==> src/rtl/wash_pkg.sv <==
// Shared definitions for the wash stage sequencer: FSM state codes and
// default build parameters.
package wash_pkg;

  localparam int DEF_STAGES   = 3;
  localparam int DEF_TIME_W   = 8;
  localparam int DEF_TICK_DIV = 10;
  localparam int STATE_W      = 3;

  typedef enum logic [STATE_W-1:0] {
    S_IDLE  = 3'd0,
    S_RUN   = 3'd1,
    S_PAUSE = 3'd2,
    S_DONE  = 3'd3
  } wash_state_e;

endpackage

==> src/rtl/tick_divider.sv <==
// Free-running clock divider that produces one tick every TICK_DIV enabled
// cycles. The count holds while en is low, and clr forces it back to zero.
module tick_divider #(
  parameter int TICK_DIV = wash_pkg::DEF_TICK_DIV
) (
  input  logic clk,
  input  logic rst,
  input  logic en,
  input  logic clr,
  output logic tick
);

  localparam int            CW   = $clog2(TICK_DIV);
  localparam logic [CW-1:0] LAST = CW'(TICK_DIV - 1);

  logic [CW-1:0] cnt_q, cnt_d;

  // NOTE: every variable driven here gets a default first, so no path leaves it unassigned (no latch).
  always_comb begin
    cnt_d = cnt_q;
    if (clr) begin
      cnt_d = '0;
    end else if (en) begin
      cnt_d = (cnt_q == LAST) ? '0 : cnt_q + 1'b1;
    end
  end

  // NOTE: sequential state uses non-blocking assignments so all flops update together at the edge.
  always_ff @(posedge clk) begin
    if (rst) cnt_q <= '0;
    else     cnt_q <= cnt_d;
  end

  // Tick depends only on en and the count, never on clr, so the parent can
  // derive clr from tick without creating a combinational loop.
  assign tick = en && (cnt_q == LAST);

endmodule

==> src/rtl/wash_stage_sequencer.sv <==
// Multi-stage timed program sequencer (wash/rinse/spin). It snapshots the stage
// durations on start and steps through the stages on divided ticks, with
// pause/resume and abort.
module wash_stage_sequencer
  import wash_pkg::*;
#(
  parameter int STAGES   = DEF_STAGES,
  parameter int TIME_W   = DEF_TIME_W,
  parameter int TICK_DIV = DEF_TICK_DIV
) (
  input  logic                     clk,
  input  logic                     rst,
  input  logic                     start,
  input  logic                     pause,
  input  logic                     abort,
  input  logic [STAGES*TIME_W-1:0] durations,
  output logic [STATE_W-1:0]       state,
  output logic [2:0]               stage,
  output logic [TIME_W-1:0]        remain,
  output logic [STAGES-1:0]        active,
  output logic                     done,
  output logic                     tick
);

  localparam logic [2:0]        LAST_STAGE = 3'(STAGES - 1);
  localparam logic [TIME_W-1:0] ONE        = TIME_W'(1);

  wash_state_e              state_q, state_d;
  logic [2:0]               stage_q, stage_d;
  logic [TIME_W-1:0]        remain_q, remain_d;
  logic [STAGES-1:0]        active_q, active_d;
  logic                     done_q, done_d;
  logic                     tick_q, tick_d;
  logic [STAGES*TIME_W-1:0] snap_q, snap_d;

  logic div_en, div_clr, div_tick;

  // A zero duration still occupies one full tick.
  function automatic logic [TIME_W-1:0] stage_len(
    input logic [STAGES*TIME_W-1:0] d,
    input logic [2:0]               idx
  );
    logic [TIME_W-1:0] v;
    v = d[idx*TIME_W +: TIME_W];
    return (v == '0) ? ONE : v;
  endfunction

  assign div_en = (state_q == S_RUN);

  tick_divider #(
    .TICK_DIV(TICK_DIV)
  ) u_div (
    .clk (clk),
    .rst (rst),
    .en  (div_en),
    .clr (div_clr),
    .tick(div_tick)
  );

  always_comb begin
    state_d  = state_q;
    stage_d  = stage_q;
    remain_d = remain_q;
    snap_d   = snap_q;
    done_d   = 1'b0;
    tick_d   = 1'b0;
    div_clr  = 1'b0;

    if (abort) begin
      state_d  = S_IDLE;
      stage_d  = '0;
      remain_d = '0;
      div_clr  = 1'b1;
    end else begin
      unique case (state_q)
        S_IDLE, S_DONE: begin
          if (start) begin
            snap_d   = durations;
            stage_d  = '0;
            remain_d = stage_len(durations, 3'd0);
            div_clr  = 1'b1;
            state_d  = S_RUN;
          end
        end
        S_RUN: begin
          if (div_tick) begin
            tick_d = 1'b1;
            if (remain_q > ONE) begin
              remain_d = remain_q - ONE;
            end else if (stage_q < LAST_STAGE) begin
              stage_d  = stage_q + 3'd1;
              remain_d = stage_len(snap_q, stage_q + 3'd1);
            end else begin
              state_d  = S_DONE;
              remain_d = '0;
              done_d   = 1'b1;
            end
          end
          // A pause that coincides with program completion is dropped.
          if (pause && (state_d == S_RUN)) state_d = S_PAUSE;
        end
        S_PAUSE: begin
          if (pause) state_d = S_RUN;
        end
        default: state_d = S_IDLE;
      endcase
    end

    active_d = (state_d == S_RUN) ? (STAGES'(1) << stage_d) : '0;
  end

  // NOTE: the duration snapshot is reset along with the control flops because it is cheap and keeps restarts deterministic.
  always_ff @(posedge clk) begin
    if (rst) begin
      state_q  <= S_IDLE;
      stage_q  <= '0;
      remain_q <= '0;
      active_q <= '0;
      done_q   <= 1'b0;
      tick_q   <= 1'b0;
      snap_q   <= '0;
    end else begin
      state_q  <= state_d;
      stage_q  <= stage_d;
      remain_q <= remain_d;
      active_q <= active_d;
      done_q   <= done_d;
      tick_q   <= tick_d;
      snap_q   <= snap_d;
    end
  end

  assign state  = state_q;
  assign stage  = stage_q;
  assign remain = remain_q;
  assign active = active_q;
  assign done   = done_q;
  assign tick   = tick_q;

  state_legal_a: assert property (@(posedge clk) disable iff (rst)
    state_q inside {S_IDLE, S_RUN, S_PAUSE, S_DONE});

  active_onehot_a: assert property (@(posedge clk) disable iff (rst)
    $onehot0(active_q));

  done_in_done_a: assert property (@(posedge clk) disable iff (rst)
    done_q |-> (state_q == S_DONE));

endmodule
==> config.mk <==
export PLATFORM = sky130hd
export DESIGN_NAME = wash_stage_sequencer
export DESIGN_NICKNAME = d
export VERILOG_FILES = /design/src/rtl/wash_pkg.sv /design/src/rtl/tick_divider.sv /design/src/rtl/wash_stage_sequencer.sv
export SDC_FILE = /design/constraint.sdc
export NUM_CORES = 1
export LEC_CHECK = 0
export CORE_ASPECT_RATIO = 1.75
export CORE_MARGIN = 2
export CORE_UTILIZATION = 45
export DETAILED_ROUTE_END_ITERATION = 16
export PLACE_DENSITY = 0.74
export SKIP_CTS_REPAIR_TIMING = 1
export SLEW_MARGIN = 40
export SYNTH_ARGS = -nofsm -noshare
export SYNTH_HDL_FRONTEND = slang
export SYNTH_SLANG_ARGS = --single-unit
==> constraint.sdc <==
create_clock -name clk -period 2.3 [get_ports clk]
set_input_delay 0.46 -clock clk [delete_from_list [all_inputs] [get_ports clk]]
set_output_delay 0.46 -clock clk [all_outputs]
set_load 0.005 [all_outputs]
== Word-level counts from Yosys, hierarchy flattened ==
Index checks and enable logic that the tools add are counted.

* Register bits after elaboration: 47
* Input bits: 29

* Add/subtract/negate cells: 3
* Order comparisons: 2
* Equal/unequal tests: 8
* Shift-type cells: 2
* Muxes and demuxes: 29
* Bitwise operators: 4
* Reductions and logical operators: 14

{| class="wikitable"
|+ Operator list
! kind !! number
|-
| 2-to-1 mux 8 bit || 6
|-
| 2-to-1 mux 3 bit || 14
|-
| variable part select 24 x 7 -> 8 bit || 1
|-
| zero test 8 bit || 2
|-
| one-hot mux 8 bit (2 select lines) || 1
|-
| equality test 3 x 1 -> 1 bit (second input constant) || 3
|-
| one-hot mux 3 bit (3 select lines) || 1
|-
| > comparator 8 x 1 -> 1 bit (second input constant) || 1
|-
| OR reduction 2 bit || 4
|-
| subtractor 8 x 1 -> 8 bit (second input constant) || 1
|-
| equality test 3 x 2 -> 1 bit (second input constant) || 2
|-
| one-hot mux 3 bit (2 select lines) || 1
|-
| AND reduction 3 bit || 2
|-
| 2-to-1 mux 1 bit || 5
|-
| OR reduction 5 bit || 1
|-
| adder 4 x 1 -> 4 bit (second input constant) || 1
|-
| equality test 4 bit (second input constant) || 1
|-
| 2-to-1 mux 4 bit || 1
|-
| inequality test 2 bit (second input constant) || 2
|-
| inverter 1 bit || 4
|-
| adder 3 x 1 -> 3 bit (second input constant) || 1
|-
| zero test 3 bit || 1
|-
| < comparator 3 x 2 -> 1 bit (second input constant) || 1
|-
| OR reduction 3 bit || 1
|-
| 3 further kinds || 4
|}

== Logic depth before layout (Yosys ltp) ==
Gate-level depths: netlist of run 1.

* Depth in word-level cells: 14
* Gate-level depth with buffers: 9
* Depth with buffers taken out: 8

== Modules after synthesis ==
Synthesis of run 1 repeated with hierarchy kept, for this count alone.

* Cell total of the unflattened synthesis: 269
* Area, all modules: 2,443.6 um^2

{| class="wikitable"
|+ Modules (own cells, without submodules)
! module !! times used !! cells each !! area each (um^2) !! seq. area each (um^2)
|-
| wash_stage_sequencer || 1 || 249 || 2,254.7 || 860.8
|-
| tick_divider || 1 || 20 || 188.9 || 80.1
|}

== Least setup slack after synthesis of run 1 ==
Ideal clock, no wire load.

* Path kind: reg-to-reg
* Start point: register remain_q[2] (netlist: remain[2])
* End point: register remain_q[3] (netlist: remain[3])
* Setup time: 0.071 ns
* Arrival time: 2.227 ns
* Slack: 0.003 ns
* Stages on the path, launching flop included: 7
* Buffers on the path: 0
* Period minus slack after synthesis: 2.297 ns
* Cell sequence: dfxtp_1 > or4_4 > or4_4 > nor4_4 > a21oi_1 > or3_1 > a21oi_1

* Cells in the longest elaborated chain, start to end: 4

{| class="wikitable"
|+ Ends and longest elaborated chain
! element !! line !! RTL
|-
| start: declaration || wash_stage_sequencer.sv:30 || <nowiki>logic [TIME_W-1:0] remain_q, remain_d;</nowiki>
|-
| start signal: assignment || wash_stage_sequencer.sv:125 || <nowiki>remain_q <= remain_d;</nowiki>
|-
| subtractor 8 x 1 -> 8 bit / > comparator 8 x 1 -> 1 bit (equally long branches) || wash_stage_sequencer.sv:89, wash_stage_sequencer.sv:88 ||
|-
| 2-to-1 mux 8 bit * || wash_stage_sequencer.sv:88 || <nowiki>if (remain_q > ONE) begin</nowiki>
|-
| 2-to-1 mux 8 bit * || wash_stage_sequencer.sv:86 || <nowiki>if (div_tick) begin</nowiki>
|-
| one-hot mux 8 bit (2 select lines) * || wash_stage_sequencer.sv:75 || <nowiki>unique case (state_q)</nowiki>
|}

Every way passes the cells marked *; elsewhere a longest branch is shown, timed or not. The select of a mux whose other input is x is not followed.
A chain may end at the register's enable or synchronous reset.

== Worst setup path after layout of run 1 ==
* Start point: register remain_q[2] (netlist: remain[2])
* End point: register remain_q[2] (netlist: remain[2])

Same word-level chain as after synthesis.

==> results of run 1 <==
-- worst paths after layout --
path	slack (ns)	start	depth (start not counted)	endpoint
max	-0.03	remain[2]	6	remain[2]
max reg2reg	-0.03	remain[2]	6	remain[2]
min reg2reg	0.50	snap_q[8]	2	snap_q[8]
min	0.50	snap_q[8]	2	snap_q[8]
-- state kept, by name, indices dropped and copies added, names as in the netlist --
signal / count
remain: 8
done: 1
snap_q: 24
state: 3
active: 3
stage: 3
u_div.cnt_q: 4
tick: 1
-- critical path, stage by stage, from the launching register on --
cell,delay (ns)
dfxtp_1,0.32
or4_4,0.53
or4_4,0.49
nor4_4,0.35
nand2_1,0.09
a311o_1,0.36
a21oi_1,0.13
-- logic make-up after synthesis --
logic type,count (synthesis)
other,1
DFF,47
and+or+nand+nor,100
AOI/OAI and AO/OA,57
xor gates and xnor gates,7
adders and majority gates,3
muxes,34
buffers and inverters,18
-- power breakdown --
part	internal, mW	total, mW	switching [mW]
Clock	0.236	0.502	0.266
Sequential	0.833	0.847	0.0141
Combinational	0.136	0.250	0.114
Total	1.21	1.60	0.394
-- cell usage after synthesis --
master     count
mux2i_1       33
or4_4          2
buf_1          1
a2111o_1       1
a211oi_1       2
nor2_1        44
a21oi_1       17
nor4b_1        2
o21ai_0       18
clkbuf_1      10
o311ai_0       1
or2_2          1
o2bb2ai_1      5
o22ai_1        1
o21bai_1       1
dfxtp_1       47
inv_1          7
nor3b_1        3
a221oi_1       1
nor4_1         7
a211oi_2       2
a32oi_1        1
o32ai_1        1
mux2_2         1
ha_1           3
a31o_2         1
nand4bb_1      1
nand3b_1       2
a311o_1        2
nor3_1         6
and2_1         1
nor2b_1        5
or4_1          1
a31oi_1        2
nor2_4         1
o211ai_1       1
xnor2_1        4
nand3_1        7
xor2_1         3
nand2_1       11
conb_1         1
nand2b_1       2
nor4_4         1
or3_1          3
-- cell type report --
cell class,count,area [um^2],share of cell area (%)
clock buffers,6,82.6,2.62
well taps,54,67.6,2.14
multi-input cells,202,1380,43.8
inverters,7,26.3,0.833
repair buffers,69,648,20.5
clock inverters,1,5.00,0.159
flip-flops and latches,47,942,29.9
-- metal layers --
layer  wire [um]  global-route usage [%]  part of all wire, %  up-vias
li1            -                       -                    -     1095
met1        2340                    23.2                   40     1027
met2        3290                    39.5                   56       42
met3         145                    3.25                  2.5       15
met4         136                    9.66                  2.3        0
met5           0                       0                    0        -
-- cell usage in the layout, fill, tap and decap left out, types with 3 or more instances in the layout --
cell | synthesis | final
inv_1 | 7 | 7
dfxtp_1 | 47 | 46
o21ai_0 | 18 | 14
ha_1 | 3 | 3
nor2_1 | 44 | 43
clkdlybuf4s50_1 | 0 | 47
o21ai_1 | 0 | 3
nor2b_1 | 5 | 5
nor3_1 | 6 | 5
clkbuf_8 | 0 | 6
o2bb2ai_1 | 5 | 5
a21oi_1 | 17 | 16
nand3_1 | 7 | 7
xor2_1 | 3 | 3
mux2i_1 | 33 | 33
nand2_1 | 11 | 11
xnor2_1 | 4 | 4
buf_4 | 0 | 21
nor4_1 | 7 | 5
nor3b_1 | 3 | 3
-- stage by stage --
step | hold slack (ns) | worst slack [ns] | area [um^2] | cells
2_1_floorplan | 0.460 | 0.00281 | 2340 | 267
3_3_place_gp | 0.475 | -0.0648 | 3010 | 378
3_5_place_dp | 0.486 | -0.117 | 3010 | 378
4_1_cts | 0.506 | -0.135 | 3100 | 385
5_1_grt | 0.538 | -0.0756 | 3150 | 386
6_report | 0.500 | -0.0268 | 3150 | 386
==> flow_metrics.py, run 1 <==
metrics = {
    "layout": {
        "drive_above_1_share_pct": 14.8,
        "n_antenna_cell": 0,
        "final_nets": 364,
        "fill_cells": 439,
        "fin_util_pct": 63.4,
        "synthToLayoutAreaGrowth_pct": 34.8,
    },
    "power_and_ir_drop": {
        "vdd_drop_max_mv": 0.491,
        "leakage_nw": 1.11,
        "power_mw": 1.60,
        "powerDensity_mw_per_mm2": 507,
    },
    "timing": {
        "fmax_mhz": 430,
        "setup_viol": 2,
        "finalSetupTns_ns": -0.0350,
        "rsz0062_at_grt": "yes",
        "slew_viol_final": 0,
        "setup_ws_ns": -0.0268,
        "hold_viol": 0,
        "post-route-min-period_ns": 2.33,
        "period_share_pct": 101,
        "finClkSkew_ns": 0.0133,
    },
    "detailed_routing": {
        "drc": 0,
        "postRouteWirelength_um": 5920,
        "ant_nets": 0,
        "first_iter_violations": 60,
        "wl_per_cell_um": 15.3,
        "vias_per_cell": 5.65,
        "num_vias": 2179,
        "dr.pass1.iters": 4,
    },
    "yosys": {
        "yosys.area_share.simple_pct": 22.2,
        "yosysTopAreaCellShare_pct": 40.2,
        "synth_fa_ha_area_share_pct": 1.60,
        "synth_compound_area_share_pct": 15.7,
        "synth_cell_types": 44,
        "synth_mux_area_share_pct": 14.6,
        "synth_area_leaders": "dfxtp_1, mux2i_1, nor2_1",
        "synth_top_cell_by_area": "dfxtp_1",
        "syn_nets": 299,
        "syn_inst": 267,
        "yosys_warnings": 0,
        "synth_top_family_by_area": "simple AND/OR/NAND/NOR gates",
        "synth-seq-area-share_pct": 40.2,
        "synthXorXnorAreaFrac_pct": 2.62,
        "ys_seq_elements": 47,
        "syn_area_per_cell_um2": 8.76,
        "syn_area_mm2": 0.00234,
    },
    "floorplan": {
        "core_area_mm2": 0.00498,
        "die_h_um": 99.4,
        "rows": 34,
        "io_pins": 48,
        "initial_core_util_pct": 47.0,
        "die_area_mm2": 0.00581,
        "dieWidth_um": 58.5,
    },
    "cts": {
        "cts_buffers": 5,
        "clock-sinks": 47,
        "cts_buffer_depth": 2,
        "clockRootBuffer": "clkbuf_8",
        "cts_tree": "done",
        "htreeDepth": 2,
        "clkLatencyLatePin_ns": 0.30,
        "path_clk_slew_ns": 0.08,
    },
    "grt": {
        "grt_use_total_pct": 21.5,
        "grt_overflow": 0,
        "grt_pass1_wl_um": 9860,
        "antenna_found_initial": 0,
        "grt_pass1_vias": 2139,
        "grt_max_degree": 25,
    },
    "status": {
        "violations": "negative setup slack",
        "status": "finished with violations",
    },
    "critical_path": {
        "cp-start-kind": "flop",
        "crit_type": "flop to flop",
        "worstPathMaxFanout": 4,
        "crit_required_ns": 2.53,
        "critPathArrivalTime_ns": 2.56,
        "endpoint_kind": "flop",
    },
    "place": {
        "port_buffers": 47,
        "gp_congestion": 0.826,
        "detailed_place_hpwl_um": 4570,
    },
    "run": {
        "cap_violations": 0,
    },
    "worst_hold_path": {
        "hold_class": "flop to flop",
    },
}
No activity file was read; power rests on OpenSTA's default activity.
==> run 2: changes to the inputs <==
--- a/config.mk
+++ b/config.mk
@@ -7,9 +7,10 @@
 export LEC_CHECK = 0
 export CORE_ASPECT_RATIO = 1.75
 export CORE_MARGIN = 2
-export CORE_UTILIZATION = 45
+export CORE_UTILIZATION = 40
 export DETAILED_ROUTE_END_ITERATION = 16
-export PLACE_DENSITY = 0.74
+export PLACE_DENSITY = 0.67
+export RECOVER_POWER = 25
 export SKIP_CTS_REPAIR_TIMING = 1
 export SLEW_MARGIN = 40
 export SYNTH_ARGS = -nofsm -noshare
==> run 2 against run 1 <==
Effect of this change: the run now ends clean; register-to-register slack improved by 0.04 ns; largest power group unchanged; maximum frequency rose by 1.9%; clock power up 25%; clock skew shrank 0.0079 ns; total power grew 7.7%; non-clock buffer count is 3 higher; count of clock-buffer cells in the layout stayed put; critical endpoint is now remain[4]; worst setup slack gained 0.044 ns.
==> flow_metrics.py, run 2 (same netlist as run 1, synthesis figures left out) <==
metrics = {
    "detailed_routing": {
        "first_iter_violations": 90,
        "postRouteWirelength_um": 5930,
        "wl_per_cell_um": 14.4,
        "ant_nets": 0,
        "dr.pass1.iters": 5,
        "vias_per_cell": 5.25,
        "num_vias": 2164,
        "drc": 0,
    },
    "power_and_ir_drop": {
        "clock_power_share_pct": 36.3,
        "seqPwrFrac_pct": 49.1,
        "p_switching_mw": 0.403,
        "p_sw_share_pct": 23.4,
        "leakage_nw": 1.16,
        "vdd_drop_max_mv": 0.437,
        "powerDensity_mw_per_mm2": 531,
        "pwr-share-comb_pct": 14.5,
        "p_int_mw": 1.32,
        "power_mw": 1.72,
    },
    "timing": {
        "fmax_mhz": 438,
        "finClkSkew_ns": 0.00546,
        "rsz0062_at_grt": "yes",
        "period_share_pct": 99.2,
        "post-route-min-period_ns": 2.28,
        "slew_viol_final": 0,
        "hold_viol": 0,
        "tightest_slew_ns": 0.518,
        "slew_headroom_pct": 65.3,
        "setup_viol": 0,
        "finalSetupTns_ns": 0,
    },
    "layout": {
        "mostFrequentLayoutCell": "dfxtp_1",
        "stdcell_count": 412,
        "final_cell_mix": "dfxtp_1, nor2_1, clkdlybuf4s50_1",
        "fin_util_pct": 57.6,
        "design_area_mm2": 0.00324,
        "n_antenna_cell": 0,
        "final_nets": 367,
        "largest_reg_flops": 24,
        "fill_cells": 520,
        "regMostFlops": "snap_q",
        "synthToLayoutAreaGrowth_pct": 38.6,
        "drive_above_1_share_pct": 16.1,
    },
    "grt": {
        "grt_pass1_wl_um": 10100,
        "grt_use_total_pct": 20.3,
        "grt_overflow": 0,
        "antenna_found_initial": 0,
        "grt_pass1_vias": 2169,
        "grt_max_degree": 27,
    },
    "place": {
        "gp_congestion": 0.836,
        "place_inst": 404,
        "placed_cell_area_mm2": 0.00307,
        "port_buffers": 47,
        "detailed_place_hpwl_um": 4620,
    },
    "cts": {
        "htreeDepth": 2,
        "clockRootBuffer": "clkbuf_8",
        "cts_buffers": 5,
        "cts_tree": "done",
        "path_clk_slew_ns": 0.09,
        "clock-sinks": 47,
        "clkLatencyLatePin_ns": 0.31,
        "cts_buffer_depth": 2,
    },
    "critical_path": {
        "critPathArrivalTime_ns": 2.53,
        "worstPathMaxFanout": 5,
        "crit_required_ns": 2.54,
        "crit_type": "flop to flop",
        "endpoint_kind": "flop",
        "r2r_cells": 6,
        "cp-start-kind": "flop",
    },
    "floorplan": {
        "dieWidth_um": 61.8,
        "rows": 36,
        "initial_core_util_pct": 41.6,
        "die_area_mm2": 0.00650,
        "core_area_mm2": 0.00563,
        "io_pins": 48,
        "die_h_um": 105,
    },
    "status": {
        "status": "completed",
    },
    "worst_hold_path": {
        "hold_depth": 2,
        "hold_class": "flop to flop",
    },
    "run": {
        "cap_violations": 0,
    },
}
## run 2: changes by cell type in the layout (fill, tap and decap cells not counted), moves of 2 or more
cell,change
a21oi_2,+2
clkdlybuf4s50_1,-6
dlygate4sd3_1,+6
buf_4,+3
a21oi_1,-2
o21ai_1,+2
## run 2: final cells by class
cell class,instances,area (um^2),share of cell area (%)
multi-input combinational,202,1390,42.9
sequential,47,943,29.1
timing repair buffer,72,671,20.7
tap,76,95.1,2.93
clock buffer,6,82.6,2.55
clock inverter,2,35.0,1.08
inverter,7,26.3,0.810
## run 2: critical path, cell delays in order (launching register included)
cell and delay (ns):
dfxtp_2 0.33, or4_4 0.53, or4_4 0.50, nor4_4 0.33
a21oi_1 0.10, or3_1 0.32, a21oi_2 0.12
## run 2: per-stage QoR
step / worst slack, ns / hold slack, ns
finish: 0.0173 / 0.501
global placement: -0.0114 / 0.473
detailed placement: -0.0400 / 0.485
global route: -0.0880 / 0.542
CTS: -0.0611 / 0.506
floorplan: 0.00281 / 0.460
## run 2: per-layer routing
layer,wire (um),GRT usage [%]
met1,2360,23.8
met5,0,0
met2,3290,34.9
met3,140,2.72
met4,138,8.66
## run 2: final timing paths
path | start | slack (ns) | endpoint
worst max-delay path | remain[2] | 0.02 | remain[4]
worst min register to register | snap_q[13] | 0.50 | snap_q[13]
worst min-delay path | snap_q[13] | 0.50 | snap_q[13]
worst max register to register | remain[2] | 0.02 | remain[4]
## run 2: power by group through the flow
stage / Combinational [mW] / Sequential, mW / Clock [mW]
CTS: 0.243 / 0.846 / 0.641
finish: 0.251 / 0.847 / 0.626
detailed placement: 0.242 / 0.865 / 0
floorplan: 0.119 / 0.863 / 0
global route: 0.274 / 0.850 / 0.673
global placement: 0.240 / 0.865 / 0
